### config.mk
export PLATFORM = sky130hd
export DESIGN_NAME = pipe_ctrl_unit
export DESIGN_NICKNAME = d
export VERILOG_FILES = /design/src/rtl/pipe_ctrl_unit.sv
export SDC_FILE = /design/constraint.sdc
export NUM_CORES = 1
export LEC_CHECK = 0
export CAP_MARGIN = 20
export CORE_UTILIZATION = 40
export DETAILED_ROUTE_END_ITERATION = 10
export GPL_TIMING_DRIVEN = 1
export PLACE_DENSITY = 0.72
export REMOVE_ABC_BUFFERS = 1
export SETUP_SLACK_MARGIN = 0.3
export SLEW_MARGIN = 0
export SYNTH_ARGS = -nofsm -noshare
export SYNTH_HDL_FRONTEND = slang
export SYNTH_SLANG_ARGS = --single-unit
### constraint.sdc
create_clock -name clk -period 5.3 [get_ports clk]
set_clock_uncertainty 0.2 [all_clocks]
set_input_delay 1.06 -clock clk [delete_from_list [all_inputs] [get_ports clk]]
set_output_delay 1.06 -clock clk [all_outputs]
set_load 0.02 [all_outputs]
### src/rtl/pipe_ctrl_unit.sv
// Hazard and sequencing controller for the 5-stage pipeline: PC mux select,
// IF/ID and ID/EX control, load-use stalls, redirect squash, return-stack depth and halt drain.
module pipe_ctrl_unit #(
  parameter int REG_AW       = 3,
  parameter int STALL_CYCLES = 1,
  parameter int DRAIN_CYCLES = 3,
  parameter int STACK_DEPTH  = 8
) (
  input  logic              clk,
  input  logic              rst,
  input  logic              halt,
  input  logic [REG_AW-1:0] id_rs1,
  input  logic [REG_AW-1:0] id_rs2,
  input  logic              id_use1,
  input  logic              id_use2,
  input  logic              ex_ldm,
  input  logic [REG_AW-1:0] ex_rd,
  input  logic              ex_br_taken,
  input  logic              ex_jmp,
  input  logic              ex_call,
  input  logic              ex_ret,
  output logic              pc_write,
  output logic [1:0]        pc_sel,
  output logic              if_id_wr,
  output logic              if_id_flush,
  output logic              id_ex_flush,
  output logic              stack_push,
  output logic              stack_pop,
  output logic              halted,
  output logic              stack_err
);

  localparam int MAXC = (DRAIN_CYCLES > STALL_CYCLES) ? DRAIN_CYCLES : STALL_CYCLES;
  localparam int CW   = (MAXC < 2) ? 1 : $clog2(MAXC + 1);
  localparam int DW   = $clog2(STACK_DEPTH + 1);
  localparam logic [DW-1:0] DEPTH_MAX = DW'(STACK_DEPTH);

  typedef enum logic [1:0] {RUN, STALL, DRAIN, HALTED} state_t;

  state_t          state_reg, state_next;
  logic [CW-1:0]   cnt_reg, cnt_next;
  logic [DW-1:0]   depth_reg, depth_next;
  logic            err_reg, err_next;

  logic [1:0]        src_use;
  logic [1:0]        src_hit;
  logic [REG_AW-1:0] src_reg [2];
  logic              hazard;
  logic              redirect;
  logic              stack_fault;

  assign src_use    = {id_use2, id_use1};
  assign src_reg[0] = id_rs1;
  assign src_reg[1] = id_rs2;

  genvar gi;
  generate
    for (gi = 0; gi < 2; gi++) begin : g_src
      assign src_hit[gi] = src_use[gi] && (src_reg[gi] == ex_rd);
    end
  endgenerate

  assign hazard   = ex_ldm && (|src_hit);
  assign redirect = ex_ret || ex_call || ex_jmp || ex_br_taken;
  // Ret has priority, so a call only faults when no ret accompanies it.
  assign stack_fault = (ex_ret && (depth_reg == '0)) ||
                       (!ex_ret && ex_call && (depth_reg == DEPTH_MAX));

  always_comb begin
    state_next  = state_reg;
    cnt_next    = cnt_reg;
    depth_next  = depth_reg;
    err_next    = err_reg;
    pc_write    = 1'b0;
    pc_sel      = 2'd0;
    if_id_wr    = 1'b0;
    if_id_flush = 1'b0;
    id_ex_flush = 1'b0;
    stack_push  = 1'b0;
    stack_pop   = 1'b0;
    halted      = 1'b0;
    stack_err   = err_reg;

    if (!rst) begin
      if_id_flush = 1'b1;
      id_ex_flush = 1'b1;
      stack_err   = 1'b0;
    end else begin
      case (state_reg)
        RUN, DRAIN: begin
          if (redirect) begin
            if_id_flush = 1'b1;
            id_ex_flush = 1'b1;
            if (stack_fault) begin
              err_next   = 1'b1;
              state_next = HALTED;
            end else begin
              pc_write   = 1'b1;
              if_id_wr   = 1'b1;
              pc_sel     = ex_ret ? 2'd3 : ((ex_call || ex_jmp) ? 2'd2 : 2'd1);
              stack_push = !ex_ret && ex_call;
              stack_pop  = ex_ret;
              if (ex_ret)
                depth_next = depth_reg - DW'(1);
              else if (ex_call)
                depth_next = depth_reg + DW'(1);
              state_next = RUN;
            end
          end else if (state_reg == DRAIN) begin
            // Older instructions keep retiring while fetch is frozen.
            if_id_wr    = 1'b1;
            if_id_flush = 1'b1;
            if (cnt_reg <= CW'(1))
              state_next = HALTED;
            else
              cnt_next = cnt_reg - CW'(1);
          end else if (hazard) begin
            id_ex_flush = 1'b1;
            if (STALL_CYCLES > 1) begin
              state_next = STALL;
              cnt_next   = CW'(STALL_CYCLES - 1);
            end
          end else if (halt) begin
            if_id_wr    = 1'b1;
            if_id_flush = 1'b1;
            state_next  = DRAIN;
            cnt_next    = CW'(DRAIN_CYCLES);
          end else begin
            pc_write = 1'b1;
            if_id_wr = 1'b1;
          end
        end
        STALL: begin
          id_ex_flush = 1'b1;
          if (cnt_reg <= CW'(1))
            state_next = RUN;
          else
            cnt_next = cnt_reg - CW'(1);
        end
        default: begin
          if_id_flush = 1'b1;
          id_ex_flush = 1'b1;
          halted      = 1'b1;
        end
      endcase
    end
  end

  always_ff @(posedge clk or negedge rst) begin
    if (!rst) begin
      state_reg <= RUN;
      cnt_reg   <= '0;
      depth_reg <= '0;
      err_reg   <= 1'b0;
    end else begin
      state_reg <= state_next;
      cnt_reg   <= cnt_next;
      depth_reg <= depth_next;
      err_reg   <= err_next;
    end
  end

endmodule

==> report_table.html <==
<table>
<tr><th>Metric</th><th>Value</th></tr>
<tr><th colspan="2">Final layout</th></tr>
<tr><td>Commonest non-fill, non-tap cell in the layout</td><td>sky130_fd_sc_hd__clkdlybuf4s50_1</td></tr>
<tr><td>Nets</td><td>roughly 160</td></tr>
<tr><td>Syn-to-layout area delta</td><td>39.2%</td></tr>
<tr><td>Number of inserted diodes</td><td>0</td></tr>
<tr><td>Share of post-route cells with drive strength above 1</td><td>5.30%</td></tr>
<tr><td>Most frequent cells in the layout</td><td>28 x sky130_fd_sc_hd__clkdlybuf4s50_1, 12 x sky130_fd_sc_hd__nor2_1, 9 x sky130_fd_sc_hd__xnor2_1, 9 x sky130_fd_sc_hd__dfrtp_1</td></tr>
<tr><td>Number of flip-flops under the largest register name</td><td>4</td></tr>
<tr><td>Number of fill cells in the layout</td><td>190</td></tr>
<tr><th colspan="2">Power</th></tr>
<tr><td>Pwr dens</td><td>365 mW/mm2</td></tr>
<tr><td>Peak supply drop</td><td>between 200 and 250 uV</td></tr>
<tr><td>Leakage power figure</td><td>0.000475 uW</td></tr>
<tr><td>Overall power consumption</td><td>426 uW</td></tr>
<tr><th colspan="2">STA</th></tr>
<tr><td>Worst slew margin</td><td>57.5%</td></tr>
<tr><td>Count of final hold-check violations</td><td>0</td></tr>
<tr><td>Final count of pins violating max slew</td><td>0</td></tr>
<tr><td># setup viols final</td><td>0</td></tr>
<tr><td>Setup tns final</td><td>0 ps</td></tr>
<tr><td>Transition time at the pin with the least slew margin</td><td>around 630 ps</td></tr>
<tr><td>Minimum clock period after layout</td><td>between 4000 and 5000 ps</td></tr>
<tr><td>Portion of the clock cycle consumed by the worst path in the final layout</td><td>approximately 84%</td></tr>
<tr><td>Achievable frequency</td><td>roughly 0.22 GHz</td></tr>
<tr><td>RSZ-0062 raised after global routing</td><td>no</td></tr>
<tr><th colspan="2">Placed design</th></tr>
<tr><td>Port Buffers</td><td>28</td></tr>
<tr><td>Post-DP HPWL</td><td>around 1.6 mm</td></tr>
<tr><td>Final Wtd Congestion</td><td>0.785</td></tr>
<tr><th colspan="2">Worst setup path</th></tr>
<tr><td>Path length in cells of the critical path</td><td>6</td></tr>
<tr><td>Data required time at the worst endpoint</td><td>slightly above 4000 ps</td></tr>
<tr><td>Startpoint-to-endpoint class of the critical path</td><td>in2out</td></tr>
<tr><td>Cell type with the highest occurrence count on the critical path</td><td>sky130_fd_sc_hd__clkdlybuf4s50_1</td></tr>
<tr><td>Type of element capturing the critical path</td><td>primary output</td></tr>
<tr><td>Startpoint Class</td><td>primary input</td></tr>
<tr><td>Cells traversed along the worst timing path</td><td>clkdlybuf4s50_1, xnor2_1, nand4_1, a21boi_0, a211o_1, clkdlybuf4s50_1</td></tr>
<tr><td>Data arrival time of the worst path</td><td>3210 ps</td></tr>
<tr><td>Maximum net fanout on the critical path</td><td>6</td></tr>
<tr><td>Max incr delay on CP</td><td>~600 ps</td></tr>
<tr><td>Startpoint of the most critical setup path</td><td>ex_rd[0]</td></tr>
<tr><td>Family with the most delay on the worst path</td><td>buffers and inverters</td></tr>
<tr><td>Worst r2r path cells</td><td>4</td></tr>
<tr><td>Register-to-register setup slack</td><td>about 3400 ps</td></tr>
<tr><td>Master of the slowest instance on the critical path</td><td>sky130_fd_sc_hd__clkdlybuf4s50_1</td></tr>
<tr><td>Endpoint of the lowest-slack register-to-register path</td><td>depth_reg[2]</td></tr>
<tr><td>Reg-to-Reg Start</td><td>depth_reg[1]</td></tr>
<tr><td>Buffers &amp; Inverters on Critical Path</td><td>2</td></tr>
<tr><th colspan="2">Route</th></tr>
<tr><td>Violation count after the first detailed-route iteration</td><td>21</td></tr>
<tr><td>Post-detailed-routing wire length</td><td>between 2 and 2.5 mm</td></tr>
<tr><td>Antenna violation net count after detailed routing</td><td>0</td></tr>
<tr><td>Via density per instance</td><td>5.41</td></tr>
<tr><td>Post-route DRC</td><td>0</td></tr>
<tr><td>Vias</td><td>860</td></tr>
<tr><td>Post-DR wirelength/cell</td><td>between 10 and 15 um</td></tr>
<tr><td>Number of search-and-repair iterations in the first detailed-routing pass</td><td>4</td></tr>
<tr><th colspan="2">Synthesis</th></tr>
<tr><td>Sequential-to-total area share from yosys stat</td><td>around 27%</td></tr>
<tr><td>Leading area contributor after synthesis</td><td>sky130_fd_sc_hd__dfrtp_1</td></tr>
<tr><td>Number of warnings reported in the yosys synthesis log</td><td>0</td></tr>
<tr><td>Post-synthesis area per instance</td><td>roughly 8.2 um2</td></tr>
<tr><td>Cell area after synthesis</td><td>840 um2</td></tr>
<tr><td>Ranking of synthesized cells by area</td><td>sky130_fd_sc_hd__dfrtp_1 27%, sky130_fd_sc_hd__xnor2_1 9.4%, sky130_fd_sc_hd__ha_1 6.0%</td></tr>
<tr><td>Number of register bits inferred by synthesis</td><td>9</td></tr>
<tr><td>Distinct cell type count after synthesis</td><td>36</td></tr>
<tr><td>Gate count of the mapped netlist</td><td>slightly above 100</td></tr>
<tr><td>Area share of the largest cell type after synthesis</td><td>approximately 27%</td></tr>
<tr><th colspan="2">Flow run</th></tr>
<tr><td>MaxCap Viol Count</td><td>0</td></tr>
<tr><th colspan="2">Floorplanning</th></tr>
<tr><td>Initial cell density of the core</td><td>approximately 43%</td></tr>
<tr><td>Die outline area</td><td>0.00229 mm2</td></tr>
<tr><td>Core outline area</td><td>roughly 0.0020 mm2</td></tr>
<tr><td>Chip Height</td><td>47.8 um</td></tr>
<tr><td>Row Count</td><td>16</td></tr>
<tr><td>Die X</td><td>47.8 um</td></tr>
<tr><td>I/O pin cnt</td><td>29</td></tr>
<tr><th colspan="2">CTS</th></tr>
<tr><td>Cts bufs inserted</td><td>3</td></tr>
<tr><td>Clock input transition at the sequential cells of the worst setup and hold paths</td><td>70 ps</td></tr>
<tr><td>Clock sink count</td><td>9</td></tr>
<tr><td>Root buffer selected by CTS</td><td>sky130_fd_sc_hd__clkbuf_4</td></tr>
<tr><td>Insertion delay to the later sink of the worst-skew pair</td><td>270 ps</td></tr>
<tr><td>Maximum buffer depth of the clock tree</td><td>2</td></tr>
<tr><td>CTS-repair resized insts</td><td>0</td></tr>
<tr><td>Number of buffers inserted by hold repair at cts</td><td>0</td></tr>
<tr><td>H-tree depth</td><td>1</td></tr>
<tr><td>Post-CTS setup buffers</td><td>0</td></tr>
<tr><td>TritonCTS clock tree</td><td>done</td></tr>
<tr><th colspan="2">Global routing</th></tr>
<tr><td>Wire length of the first global-routing pass</td><td>between 3 and 4 mm</td></tr>
<tr><td>Antenna violations before repair</td><td>0</td></tr>
<tr><td>Via count of the first global-routing pass</td><td>approximately 770</td></tr>
<tr><td>Gr ovfl total</td><td>0</td></tr>
<tr><td>Largest net degree at the start of global routing</td><td>18</td></tr>
<tr><td>Global routing usage summed across all routing layers</td><td>between 20% and 30%</td></tr>
<tr><th colspan="2">Worst hold path</th></tr>
<tr><td>Worst Hold Path Cells</td><td>1</td></tr>
<tr><td>Terminating pin of the worst hold path</td><td>err_reg</td></tr>
<tr><td>Hold_sp</td><td>err_reg</td></tr>
<tr><td>Hold Crit Class</td><td>reg2reg</td></tr>
<tr><th colspan="2">Run status</th></tr>
<tr><td>Status</td><td>completed</td></tr>
</table>
metrics by stage:
step / setup slack [ps] / hold slack, ps / utilization (%) / instances / area [um2]
6_report: 833 / 261 / 59.6 / 159 / 1170
2_1_floorplan: 1960 / 220 / - / 99 / 821
3_3_place_gp: 848 / 234 / 58.2 / 155 / 1140
5_1_grt: 644 / 304 / 59.6 / 159 / 1170
3_5_place_dp: 844 / 256 / 58.2 / 155 / 1140
4_1_cts: 832 / 272 / 59.6 / 159 / 1170
synthesized netlist by cell type:
library cell               instances
sky130_fd_sc_hd__clkbuf_1          2
sky130_fd_sc_hd__a21o_1            2
sky130_fd_sc_hd__nor2_1           12
sky130_fd_sc_hd__nand2_1           7
sky130_fd_sc_hd__inv_1             6
sky130_fd_sc_hd__o31ai_1           1
sky130_fd_sc_hd__nor4_2            1
sky130_fd_sc_hd__nand3b_1          1
sky130_fd_sc_hd__o211ai_1          2
sky130_fd_sc_hd__nand2b_1          7
sky130_fd_sc_hd__o21ai_0           3
sky130_fd_sc_hd__or4_4             1
sky130_fd_sc_hd__nor3_1            3
sky130_fd_sc_hd__and2_1            1
sky130_fd_sc_hd__o311a_1           1
sky130_fd_sc_hd__a31oi_1           1
sky130_fd_sc_hd__nand3_1           2
sky130_fd_sc_hd__mux2i_1           1
sky130_fd_sc_hd__ha_1              4
sky130_fd_sc_hd__or3_1             1
sky130_fd_sc_hd__nand4_1           2
sky130_fd_sc_hd__a21boi_0          2
sky130_fd_sc_hd__o22a_1            1
sky130_fd_sc_hd__nand4b_1          1
sky130_fd_sc_hd__a211o_1           2
sky130_fd_sc_hd__fa_1              1
sky130_fd_sc_hd__dfrtp_1           9
sky130_fd_sc_hd__a221oi_1          2
sky130_fd_sc_hd__o22ai_1           1
sky130_fd_sc_hd__and3_1            3
sky130_fd_sc_hd__buf_6             1
sky130_fd_sc_hd__mux2_2            1
sky130_fd_sc_hd__nor2b_1           1
sky130_fd_sc_hd__a21oi_1           6
sky130_fd_sc_hd__and3b_1           1
sky130_fd_sc_hd__xnor2_1           9
routing by layer:
layer / track usage, % / vias up / share of wire, %
met5: 0 / - / 0
met4: 6.67 / 0 / 0.59
met3: 3.40 / 2 / 4.6
met2: 34.3 / 24 / 49
met1: 26.9 / 407 / 46
li1: - / 427 / -
layout make-up:
class	instances	area, um2	area share [%]
Clock buffer	4	26.3	2.25
Inverter	6	22.5	1.93
Multi-Input combinational cell	84	573	49.0
Tap cell	27	33.8	2.89
Sequential cell	9	225	19.3
Timing Repair Buffer	29	288	24.6
cell families after synthesis:
logic type,count (synthesis),share of synthesized area (%)
AOI/OAI and AO/OA,24,19.5
xor gates and xnor gates,9,9.39
adders and majority gates,5,8.35
buffers and inverters,9,4.92
DFF,9,26.8
muxes,2,2.53
and+or+nand+nor,44,28.5
worst max-delay path by stage:
stage                        endpoint  slack, ps
final                     id_ex_flush        830
after global routing      id_ex_flush        640
after floorplan           if_id_flush       1960
after CTS                 id_ex_flush        830
after detailed placement  id_ex_flush        840
after global placement    id_ex_flush        850
where the power goes:
part	internal (uW)	switching, uW	total, uW
clock	29.1	26.6	55.8
sequential	102	35.8	138
combinational	116	117	233
total	247	179	426
(Power assumes the default switching activity.)
